`config.mk`:
```
export PLATFORM = sky130hd
export DESIGN_NAME = branch_pc_unit
export DESIGN_NICKNAME = d
export VERILOG_FILES = /design/src/rtl/kgp_isa_pkg.sv /design/src/rtl/branch_cond_eval.sv /design/src/rtl/branch_pc_unit.sv
export SDC_FILE = /design/constraint.sdc
export NUM_CORES = 1
export LEC_CHECK = 0
export CAP_MARGIN = 10
export CORE_MARGIN = 2
export CORE_UTILIZATION = 55
export DETAILED_ROUTE_END_ITERATION = 16
export GPL_TIMING_DRIVEN = 1
export PLACE_DENSITY = 0.87
export SYNTH_ARGS = -nofsm -noshare
export SYNTH_HDL_FRONTEND = slang
export SYNTH_SLANG_ARGS = --single-unit
```
`constraint.sdc`:
```
create_clock -name clk -period 5.99 [get_ports clk]
set_input_delay 0.599 -clock clk [delete_from_list [all_inputs] [get_ports clk]]
set_output_delay 0.599 -clock clk [all_outputs]
set_load 0.02 [all_outputs]
```
`src/rtl/kgp_isa_pkg.sv`:
```
// KGP-RISC branch opcodes and the PC unit state type.
// Latency: n/a (constants and types only).
// Backpressure: n/a.
package kgp_isa_pkg;

  localparam logic [5:0] OP_BR   = 6'b100000;
  localparam logic [5:0] OP_B    = 6'b101000;
  localparam logic [5:0] OP_BCY  = 6'b101001;
  localparam logic [5:0] OP_BNCY = 6'b101010;
  localparam logic [5:0] OP_BL   = 6'b101011;
  localparam logic [5:0] OP_BLTZ = 6'b110000;
  localparam logic [5:0] OP_BZ   = 6'b110001;
  localparam logic [5:0] OP_BNZ  = 6'b110010;

  // RUN accepts branch decisions; FLUSH squashes wrong-path fetches.
  typedef enum logic {
    RUN   = 1'b0,
    FLUSH = 1'b1
  } pc_state_e;

endpackage

```
`src/rtl/branch_cond_eval.sv`:
```
// Branch condition evaluator: classifies OpCode and decides taken/not-taken.
// Latency: purely combinational.
// Backpressure: none; the caller qualifies with valid/stall.
// Ports: OpCode (6b), Zero, Sign, Carry in; is_branch, take out.
module branch_cond_eval
  import kgp_isa_pkg::*;
(
  input  logic [5:0] OpCode,
  input  logic       Zero,
  input  logic       Sign,
  input  logic       Carry,
  output logic       is_branch,
  output logic       take
);

  always_comb begin
    is_branch = 1'b0;
    take      = 1'b0;
    case (OpCode)
      OP_B, OP_BL, OP_BR: begin
        is_branch = 1'b1;
        take      = 1'b1;
      end
      OP_BLTZ: begin
        is_branch = 1'b1;
        take      = Sign;
      end
      OP_BZ: begin
        is_branch = 1'b1;
        take      = Zero;
      end
      OP_BNZ: begin
        is_branch = 1'b1;
        take      = ~Zero;
      end
      OP_BCY: begin
        is_branch = 1'b1;
        take      = Carry;
      end
      OP_BNCY: begin
        is_branch = 1'b1;
        take      = ~Carry;
      end
      default: begin
        is_branch = 1'b0;
        take      = 1'b0;
      end
    endcase
  end

endmodule

```
`src/rtl/branch_pc_unit.sv`:
```
// Program counter, carry flag, branch resolution, link write and squash window.
// Latency: decision combinational in cycle t; PC/BranchTaken/LinkWrEn update at edge t+1.
// Backpressure: Stall freezes PC, flush counter and decisions; carry still updates.
// Ports: clk, rst_n; Stall, InstrValid, OpCode, RsData, Offset, CarryIn, CarryWrEn in;
//        PC, BranchTaken, Flush, LinkWrEn, LinkData, FlagCarry out.
module branch_pc_unit
  import kgp_isa_pkg::*;
#(
  parameter int              PC_W         = 32,
  parameter logic [PC_W-1:0] RESET_PC     = '0,
  parameter int              FLUSH_CYCLES = 1
) (
  input  logic            clk,
  input  logic            rst_n,
  input  logic            Stall,
  input  logic            InstrValid,
  input  logic [5:0]      OpCode,
  input  logic [PC_W-1:0] RsData,
  input  logic [25:0]     Offset,
  input  logic            CarryIn,
  input  logic            CarryWrEn,
  output logic [PC_W-1:0] PC,
  output logic            BranchTaken,
  output logic            Flush,
  output logic            LinkWrEn,
  output logic [PC_W-1:0] LinkData,
  output logic            FlagCarry
);

  localparam logic [1:0] FLUSH_INIT = 2'(FLUSH_CYCLES);

  pc_state_e       state_q, state_d;
  logic [1:0]      cnt_q, cnt_d;
  logic [PC_W-1:0] pc_q, pc_d;
  logic            flag_carry_q, flag_carry_d;
  logic            branch_taken_q, branch_taken_d;
  logic            link_wr_en_q, link_wr_en_d;
  logic [PC_W-1:0] link_data_q, link_data_d;

  logic            zero, sign, carry_eff;
  logic            is_branch, take, decide;
  logic [PC_W-1:0] pc_plus4, off_ext, target;

  assign zero      = (RsData == '0);
  assign sign      = RsData[PC_W-1];
  // An ALU op writing carry in the same cycle is forwarded into the decision.
  assign carry_eff = CarryWrEn ? CarryIn : flag_carry_q;

  branch_cond_eval u_cond (
    .OpCode    (OpCode),
    .Zero      (zero),
    .Sign      (sign),
    .Carry     (carry_eff),
    .is_branch (is_branch),
    .take      (take)
  );

  assign decide   = InstrValid && !Stall && (state_q == RUN) && is_branch && take;
  assign pc_plus4 = pc_q + PC_W'(4);

  // Conditional (1100xx) forms carry a 16-bit offset; jump (1010xx) forms use all 26 bits.
  always_comb begin
    if (OpCode[5:2] == 4'b1100) begin
      off_ext = {{(PC_W-16){Offset[15]}}, Offset[15:0]};
    end else begin
      off_ext = {{(PC_W-26){Offset[25]}}, Offset};
    end
  end

  always_comb begin
    if (OpCode == OP_BR) begin
      target = RsData;
    end else begin
      target = pc_plus4 + (off_ext << 2);
    end
  end

  always_comb begin
    state_d        = state_q;
    cnt_d          = cnt_q;
    pc_d           = pc_q;
    branch_taken_d = 1'b0;
    link_wr_en_d   = 1'b0;
    link_data_d    = link_data_q;
    flag_carry_d   = CarryWrEn ? CarryIn : flag_carry_q;

    case (state_q)
      RUN: begin
        if (decide) begin
          pc_d           = target;
          branch_taken_d = 1'b1;
          state_d        = FLUSH;
          cnt_d          = FLUSH_INIT;
          if (OpCode == OP_BL) begin
            link_wr_en_d = 1'b1;
            link_data_d  = pc_plus4;
          end
        end else if (!Stall) begin
          pc_d = pc_plus4;
        end
      end
      FLUSH: begin
        // Fetch keeps running down the new path; only the count of squashed slots matters.
        if (!Stall) begin
          pc_d  = pc_plus4;
          cnt_d = cnt_q - 2'd1;
          if (cnt_q == 2'd1) begin
            state_d = RUN;
          end
        end
      end
      default: begin
        state_d = RUN;
        cnt_d   = '0;
      end
    endcase
  end

  always_ff @(posedge clk or negedge rst_n) begin
    if (!rst_n) begin
      state_q        <= RUN;
      cnt_q          <= '0;
      pc_q           <= RESET_PC;
      flag_carry_q   <= 1'b0;
      branch_taken_q <= 1'b0;
      link_wr_en_q   <= 1'b0;
      link_data_q    <= '0;
    end else begin
      state_q        <= state_d;
      cnt_q          <= cnt_d;
      pc_q           <= pc_d;
      flag_carry_q   <= flag_carry_d;
      branch_taken_q <= branch_taken_d;
      link_wr_en_q   <= link_wr_en_d;
      link_data_q    <= link_data_d;
    end
  end

  assign PC          = pc_q;
  assign BranchTaken = branch_taken_q;
  assign Flush       = (state_q == FLUSH);
  assign LinkWrEn    = link_wr_en_q;
  assign LinkData    = link_data_q;
  assign FlagCarry   = flag_carry_q;

endmodule
```
Yosys cells after proc, flatten, opt, wreduce, memory -nomap -nowiden

Index checks and enable logic that the tools add are counted.

Flip-flop bits (word level): 70
Output and inout bits: 68

Add/subtract/negate cells: 3
Equal/unequal tests: 12
Multiplexer cells: 19
Bitwise gates (word level): 3
Reductions and logical operators: 10

Operator list:

| operator                                            | number |
|---|---|
| 2-to-1 mux 32 bit                                   | 3 |
| one-hot mux 32 bit (2 select lines)                 | 1 |
| equality test 6 bit, second input constant          | 8 |
| adder 32 x 3 -> 32 bit, second input constant       | 1 |
| adder 32 bit                                        | 1 |
| zero test 32 bit                                    | 1 |
| 2-to-1 mux 30 bit                                   | 1 |
| 2-to-1 mux 1 bit                                    | 9 |
| OR reduction 8 bit                                  | 1 |
| one-hot mux 1 bit (6 select lines)                  | 1 |
| equality test 4 bit, second input constant          | 1 |
| logical AND 1 bit                                   | 4 |
| 2-to-1 mux 2 bit                                    | 2 |
| != test 2 bit, second input constant                | 2 |
| one-hot mux 2 bit (2 select lines)                  | 1 |
| inverter 1 bit                                      | 3 |
| AND reduction 3 bit                                 | 1 |
| OR reduction 3 bit                                  | 1 |
| equality test 2 x 1 -> 1 bit, second input constant | 1 |
| one-hot mux 1 bit (2 select lines)                  | 1 |
| AND reduction 2 bit                                 | 1 |
| subtractor 2 x 1 -> 2 bit, second input constant    | 1 |
| zero test 1 bit                                     | 1 |

Depth between registers and ports, before layout

Gate-level depths: netlist of the first run.

Word-level depth: 7
Gate-level depth with buffers: 19

Cells and area by module

From an unflattened synthesis of the first run, not the netlist that was laid out.

Cell total of the unflattened synthesis: 666
Area total of the unflattened synthesis: 5809.3 um^2

By module, submodules not included:

| module           | times used | cells each | area an instance (um^2) | sequential area each (um^2) |
|---|---|---|---|---|
| branch_pc_unit   | 1          | 653        | 5718.0                  | 1751.7 |
| branch_cond_eval | 1          | 13         | 91.3                    | 0.0 |

Worst setup path after synthesis of the first run

Ideal clock, no wire load.

Path type: register to register
Start point: register pc_q[4] (netlist: PC[4])
End point: register pc_q[28] (netlist: PC[28])
Setup time: 66 ps
Arrival: 3853 ps
Data required time: 5924 ps
Slack: 2070 ps
Cell stages (with the launch flop): 19
Path buffers: 2
Clock period less this slack: 3920 ps
Path through: dfrtp_1 > buf_2 > and4_1 > nand2_2 > or2_1 > clkbuf_1 > nor2_1 > xor2_1 > ha_1 > a21oi_1 > o211ai_1 > a41oi_1 > o21ai_0 > a31oi_1 > o21ai_1 > maj3_1 > a221oi_1 > mux2i_1 > o311a_1

Longest elaborated chain between the ends: 5
Elaborated cells on any way between the ends: 6
Those cells by class: 2 x add/sub; 4 x mux

Ends and longest elaborated chain:

| element                             | line                  | source |
|---|---|---|
| start: declaration                  | branch_pc_unit.sv:34  | `logic [PC_W-1:0] pc_q, pc_d;` |
| start signal: assignment            | branch_pc_unit.sv:131 | `pc_q <= pc_d;` |
| adder 32 x 3 -> 32 bit              | branch_pc_unit.sv:59  | `assign pc_plus4 = pc_q + PC_W'(4);` |
| named net pc_plus4[17]              | branch_pc_unit.sv:42  | `logic [PC_W-1:0] pc_plus4, off_ext, target;` |
| adder 32 bit                        | branch_pc_unit.sv:74  | `target = pc_plus4 + (off_ext << 2);` |
| 2-to-1 mux 32 bit                   | branch_pc_unit.sv:71  | `if (OpCode == OP_BR) begin` |
| 2-to-1 mux 32 bit                   | branch_pc_unit.sv:89  | `if (decide) begin` |
| one-hot mux 32 bit (2 select lines) | branch_pc_unit.sv:87  | `case (state_q)` |
| named net pc_d[28]                  | branch_pc_unit.sv:34  |  |

The timed path passes the listed nets, and every way through them passes these cells.
A chain may end at the register's enable or synchronous reset.

Final worst setup path of the first run

Start point: register pc_q[2] (netlist: PC[2])
End point: register pc_q[30] (netlist: PC[30])

Same word-level chain as after synthesis.

==> impl_results.md, run 1 <==
- Status: completed
- Critical path startpoint category: flop
- Vias: about 5700
- CTS Sinks: 70
- First-pass GRT wire length: about 29000 um
- Wirelength per Cell: ~20 um
- Maximum vdd ir drop: 0.2433 mV
- Fmax: 225.0 MHz
- Area leader, netlist: dfrtp_1
- Nets: 892
- Die area: ~12000 sq um
- Synth cell count leaders: nand2_1 (73), dfrtp_1 (70), nor2_1 (52), xnor2_1 (48), a21oi_1 (46)
- Tot GR Track Use: about a third
- Synth Flop Type: dfrtp_1
- Hold_ws: slightly above 0.4 ns
- Crit path capture type: flop
- Initial antenna violation count: 0
- Routability congestion estimate: 0.9970
- Post-synthesis net count: 773
- Port Buf Inserts: 137
- Register bit total from synthesis: 70
- Post-Synthesis Cells: 670
- Filler instances: 781
- Ratio of cells with drive above 1 in the final layout: 9.950%
- Post-CTS Hold Buffers: 0
- Maxcap violations: 0
- Largest net degree at the start of global routing: 71
- Asr flop ratio synth: 100.0%
- Register area share after synthesis: 29.83%
- Root Driver: clkbuf_8
- Die Width: 107.3 um
- Layout Utilization: 73.07%
- Pwr/cell area: 442.2 nW/um^2
- Post-detail-place hpwl: 13700 um
- DRT iter0 DRCs: between 300 and 400
- Max transition margin: 38.45%
- Synth warnings: 0
- Post-DP Area: 7311 sq um
- Post-CTS sizing: 0
- Setup ws final: 1.546 ns
- Clock buffer depth: 2
- Drt total wl: 18300 um
- Top post-synthesis cells by area: dfrtp_1 (30%), xnor2_1 (7.2%), ha_1 (6.8%), mux2_2 (6.3%), xor2_1 (5.5%)
- Worst-Skew Late Latency: 0.37 ns
- Leakage power: roughly 3.3 nW
- Diode count: 0
- Placed insts: 914
- Final hold violation count: 0
- Minimum clock period: about 4.4 ns
- Multiplexer area fraction after synthesis: 8.202%
- Area of the core: 10320 sq um
- Largest family of logic cells by synthesized area: simple AND/OR/NAND/NOR gates
- Antenna viol nets, final: 0
- EDFF count, synth: 0
- Post-Syn Area: slightly below 6000 sq um
- H-tree depth: 3
- Crit-path max FO: 7
- Reg2reg path depth: 16
- Sum Neg Setup Slack: 0 ns
- Die Y: 107.3 um
- Setup violations, final: 0
- Synth top area share: 29.83%
- DRC viols: 0
- Area growth, synth to finish: 28.44%
- Top-count cell post-synth: nand2_1
- Post-route cell area: 7543 sq um
- Post-synthesis adder-cell area fraction: under 10%
- Total power draw: 3.336 mW
- First-pass detailed-route iteration total: 7
- HP Class: in2async
- Fin crit share: between 70% and 80%
- Vias in the first global route: 5590
- Post-CTS setup buffers: 0
- Cts bufs inserted: 9
- Clk_skew: 0.006403 ns
- Req. time, crit path: 6.23 ns
- XOR/XNOR Fraction of Synth Area: between 10% and 20%
- Post-Layout Cell Count: 930
- Final slew viol count: 0
- FP Rows: 37
- Unrepaired setup endpoints after global routing: no
- Worst EP arrival: roughly 4.7 ns
- Global route overflow: 0
- Slew at the pin closest to its max-slew limit: a little over 0.9 ns
- DR vias/cell: ~6
- Initial Util: a little under three fifths
- Clock-pin transition on the worst setup and hold timing paths: 0.08 ns
- Post-Synth Simple-Gate Area: 20.26%
- CTS tree: done
- Pre-CTS setup slack: 1.693 ns
- # IOs: ~140
- CP Class: reg2reg
- Compound-gate portion of the synthesized area: 16.00%
- Post-synthesis cell type count: 68
- Synth Area per Inst: roughly 8.8 sq um
==> cells by family (layout without fill, tap and decap cells) <==
kind of cell,after synthesis,after routing
simple gates,231,231
compound gates,147,147
xor+xnor,89,89
flops,70,70
buf+inv,54,178
mux,44,44
fa+ha+maj,35,35
==> worst max-delay path: stages, from the launching register on <==
cell and delay (ns):
dfrtp_1 0.49, ha_1 0.29, and4_1 0.36, and3_2 0.31
nand3_1 0.11, xnor2_1 0.18, ha_1 0.37, inv_1 0.08
o21ai_0 0.30, o22ai_1 0.15, a21oi_1 0.23, a311oi_1 0.18
o41ai_2 0.47, a31oi_1 0.17, o31a_1 0.26, o311ai_1 0.25
o21ai_1 0.10
==> metal layers <==
layer  routed length (um)  vias up  part of all wire (%)  GRT usage, %
li1                     -     2639                     -             -
met1                 7504     2758                    41         42.53
met2                 8728      277                    48         52.49
met3                 1513       62                   8.3         6.477
met4                  557        0                   3.0         11.17
met5                    0        -                     0             0
==> area by class of cell <==
class	instances	area, sq um	share of cell area, %
Clock inverter	5	81.33	1.078
Tap cell	136	170.2	2.256
Inverter	19	71.32	0.9454
Sequential cell	70	1752	23.22
Multi-Input combinational cell	546	3906	51.78
Timing Repair Buffer	143	1411	18.71
Clock buffer	11	151.4	2.007
==> cell usage in the layout, fill, tap and decap left out, types with 18 or more instances in the layout <==
master             n
clkdlybuf4s50_1  136
nand2_1           73
dfrtp_1           70
nor2_1            52
xnor2_1           48
a21oi_1           46
xor2_1            37
mux2_2            33
ha_1              32
o21ai_0           29
nand3_1           20
inv_1             18
==> path summary, 6_finish.rpt <==
check / start / end / slack [ns]
setup / recovery: PC[2]$_DFF_PN0_ / PC[30]$_DFF_PN0_ / 1.55
hold / removal: rst_n / LinkData[21]$_DFFE_PN0P_ / 0.41
setup reg to reg: PC[2]$_DFF_PN0_ / PC[30]$_DFF_PN0_ / 1.55
hold reg to reg: cnt_q[0]$_DFFE_PN0P_ / cnt_q[0]$_DFFE_PN0P_ / 0.49
max in group asynchronous: rst_n / LinkData[19]$_DFFE_PN0P_ / 4.96
min in group clk: cnt_q[0]$_DFFE_PN0P_ / cnt_q[0]$_DFFE_PN0P_ / 0.49
==> power breakdown <==
group / internal [mW] / switching (mW)
clock network: 0.257 / 0.200
registers: 0.584 / 0.237
logic: 0.934 / 1.12
total: 1.77 / 1.56
==> sequential cells by signal, indices dropped and copies added (netlist names) <==
signal / count
LinkData: 32
PC: 32
cnt_q: 2
BranchTaken: 1
FlagCarry: 1
Flush: 1
LinkWrEn: 1
Note: power is estimated with default switching activity, not from simulation.
==> run 2, diff against run 1 <==
--- a/config.mk
+++ b/config.mk
@@ -7,10 +7,10 @@
 export LEC_CHECK = 0
 export CAP_MARGIN = 10
 export CORE_MARGIN = 2
-export CORE_UTILIZATION = 55
+export CORE_UTILIZATION = 46
 export DETAILED_ROUTE_END_ITERATION = 16
 export GPL_TIMING_DRIVEN = 1
-export PLACE_DENSITY = 0.87
+export PLACE_DENSITY = 0.78
 export SYNTH_ARGS = -nofsm -noshare
 export SYNTH_HDL_FRONTEND = slang
 export SYNTH_SLANG_ARGS = --single-unit
==> constraint.sdc (replaced) <==
create_clock -name clk -period 3.62 [get_ports clk]
set_input_delay 0.362 -clock clk [delete_from_list [all_inputs] [get_ports clk]]
set_output_delay 0.362 -clock clk [all_outputs]
set_load 0.02 [all_outputs]
==> impl_results.md, run 2 (synthesized netlist as in run 1, its figures left out) <==
- Area growth, synth to finish: 47.87%
- Antenna viol nets, final: 0 (unchanged)
- Post-detail-place hpwl: 15060 um (+9.9%)
- Req. time, crit path: 3.91 ns (-2.32 ns)
- Pwr/cell area: 771.8 nW/um^2 (+75%)
- Crit-path leading delay family: compound AO/OA/AOI/OAI gates
- Clock-pin transition on the worst setup and hold timing paths: 0.06 ns (-0.02 ns)
- Worst-Skew Late Latency: 0.35 ns (-0.02 ns)
- Post-CTS Hold Buffers: 0 (unchanged)
- Fin crit share: 98.66% (+24 points)
- DRC viols: 0 (unchanged)
- Unrepaired setup endpoints after global routing: yes
- Clock buffer depth: 2 (unchanged)
- CTS Sinks: 70 (unchanged)
- Clk_skew: 0.005317 ns (-0.001086 ns)
- Critical path startpoint category: flop
- Root Driver: clkbuf_16
- Worst-path cell chain: ha_2 > and4_4 > and3_4 > nand3_2 > xnor2_2 > ha_1 > buf_4 > o21ai_1 > nand2b_1 > a41oi_1 > o21ai_1 > a31oi_1 > o21ai_2 > maj3_2 > a221oi_2 > mux2i_1 > o311a_1
- Worst path slowest cell: dfrtp_2
- Setup violations, final: 0 (unchanged)
- Minimum clock period: 3.571 ns (-0.8730 ns)
- Die Width: 117.0 um (+9.0%)
- Worst EP arrival: 3.86 ns (-0.82 ns)
- DR vias/cell: 5.692 (-7.7%)
- Most common cell on crit path: o21ai_1
- Failing checks: negative hold slack
- Worst path bufs/invs: 1 (unchanged)
- Maximum vdd ir drop: 0.3497 mV (+44%)
- Ratio of cells with drive above 1 in the final layout: 25.25% (+15 points)
- Die area: 13690 sq um (+19%)
- Global route overflow: 0 (unchanged)
- Hold_ws: -0.0004413 ns (-0.4130 ns)
- Die Y: 117.0 um (+9.0%)
- Slew at the pin closest to its max-slew limit: 0.6479 ns (-0.2753 ns)
- Routability congestion estimate: 0.9520 (-4.5%)
- Largest net degree at the start of global routing: 48 (-32%)
- Max transition margin: 56.81% (+18 points)
- Port Buf Inserts: 137 (unchanged)
- DRT iter0 DRCs: 527 (+56%)
- CTS tree: done
- Crit-path max FO: 3 (-4)
- Fmax: 280.0 MHz (+24%)
- Vias: 6096 (+6.3%)
- Cts bufs inserted: 9 (unchanged)
- Commonest cells after routing, fill and taps aside: clkdlybuf4s50_1 (136), buf_4 (110), nand2_1 (73)
- Total power draw: 6.703 mW (+100%)
- H-tree depth: 3 (unchanged)
- Wirelength per Cell: 18.91 um (-3.9%)
- Drt total wl: 20250 um (+11%)
- Crit path capture type: flop
- HP Class: in2async
- # IOs: 138 (unchanged)
- Vias in the first global route: 6131 (+9.7%)
- Area of the core: 12520 sq um (+21%)
- Initial antenna violation count: 0 (unchanged)
- Nets: 997 (+12%)
- Final slew viol count: 0 (unchanged)
- Tot GR Track Use: 30.04% (-2.1 points)
- Status: finished with violations
- Most common cell after layout, fill and taps aside: clkdlybuf4s50_1
- Layout Utilization: 69.38% (-3.7 points)
- First-pass GRT wire length: 31280 um (+8.7%)
- First-pass detailed-route iteration total: 5 (-2)
- Leakage power: 3.883 nW (+19%)
- FP Rows: 41 (+11%)
- Diode count: 0 (unchanged)
- Slowest stage delay, CP: 0.38 ns (-0.11 ns)
- Initial Util: 46.92% (-10 points)
- Maxcap violations: 0 (unchanged)
- Final hold violation count: 1 (+1)
- CP Class: reg2reg
run 2: layer usage:
metal	up-vias	part of all wire, %	track usage, %
met5	-	0	0
met4	0	4.1	15.22
met3	60	6.4	5.098
met2	281	48	50.79
met1	2905	41	37.03
li1	2850	-	-
run 2: where the power goes:
part	switching (mW)	total [mW]	internal, mW	leakage [nW]
clock	0.358	0.959	0.602	0.152
combinational	2.35	4.55	2.19	2.83
sequential	0.217	1.20	0.981	0.899
run 2: area by class of cell:
| type | instances | area, sq um |
|---|---|---|
| multi-input cells | 546 | 4106 |
| fillers | 1015 | 3832 |
| repair buffers | 248 | 2212 |
| flip-flops and latches | 70 | 1764 |
| clock buffers | 10 | 229.0 |
| well taps | 172 | 215.2 |
| clock inverters | 6 | 86.33 |
| inverters | 19 | 71.32 |
run 2: per-stage QoR:
| step | std cells | instance area (sq um) | setup TNS, ns | setup slack (ns) | hold WS (ns) |
|---|---|---|---|---|---|
| finish | 1071 | 8685 | 0 | 0.04864 | -0.0004413 |
| global route | 1071 | 8685 | -0.6237 | -0.1681 | 0.03835 |
| CTS | 1060 | 8472 | 0 | 0.003378 | 0.01071 |
| detailed placement | 1038 | 8064 | -0.1806 | -0.09588 | 0.3832 |
| global placement | 1038 | 8064 | 0 | 0.01481 | 0.3772 |
| floorplan | 670 | 5918 | -0.005248 | -0.005248 | 0.06641 |
run 2: what timing repair did:
action / 4_1_cts / 5_1_grt
hold endpoints to repair: 0 / 0
gates resized for setup: 15 / 25
setup endpoints to repair: 4 / 10
buffers inserted: 6 / 11
pin swaps: 8 / 28
cloned: 0 / 0
run 2: worst paths after layout:
path / slack [ns] / from / cells past startpoint / end
setup reg to reg: 0.05 / PC[2]$_DFF_PN0_ / 17 / PC[28]$_DFF_PN0_
hold / removal: -0.0004 / rst_n / 1 / LinkData[10]$_DFFE_PN0P_
setup / recovery: 0.05 / PC[2]$_DFF_PN0_ / 17 / PC[28]$_DFF_PN0_
min in group clk: 0.49 / LinkData[2]$_DFFE_PN0P_ / 2 / LinkData[2]$_DFFE_PN0P_
hold reg to reg: 0.49 / LinkData[2]$_DFFE_PN0P_ / 2 / LinkData[2]$_DFFE_PN0P_
max in group asynchronous: 2.54 / rst_n / 2 / PC[17]$_DFF_PN0_
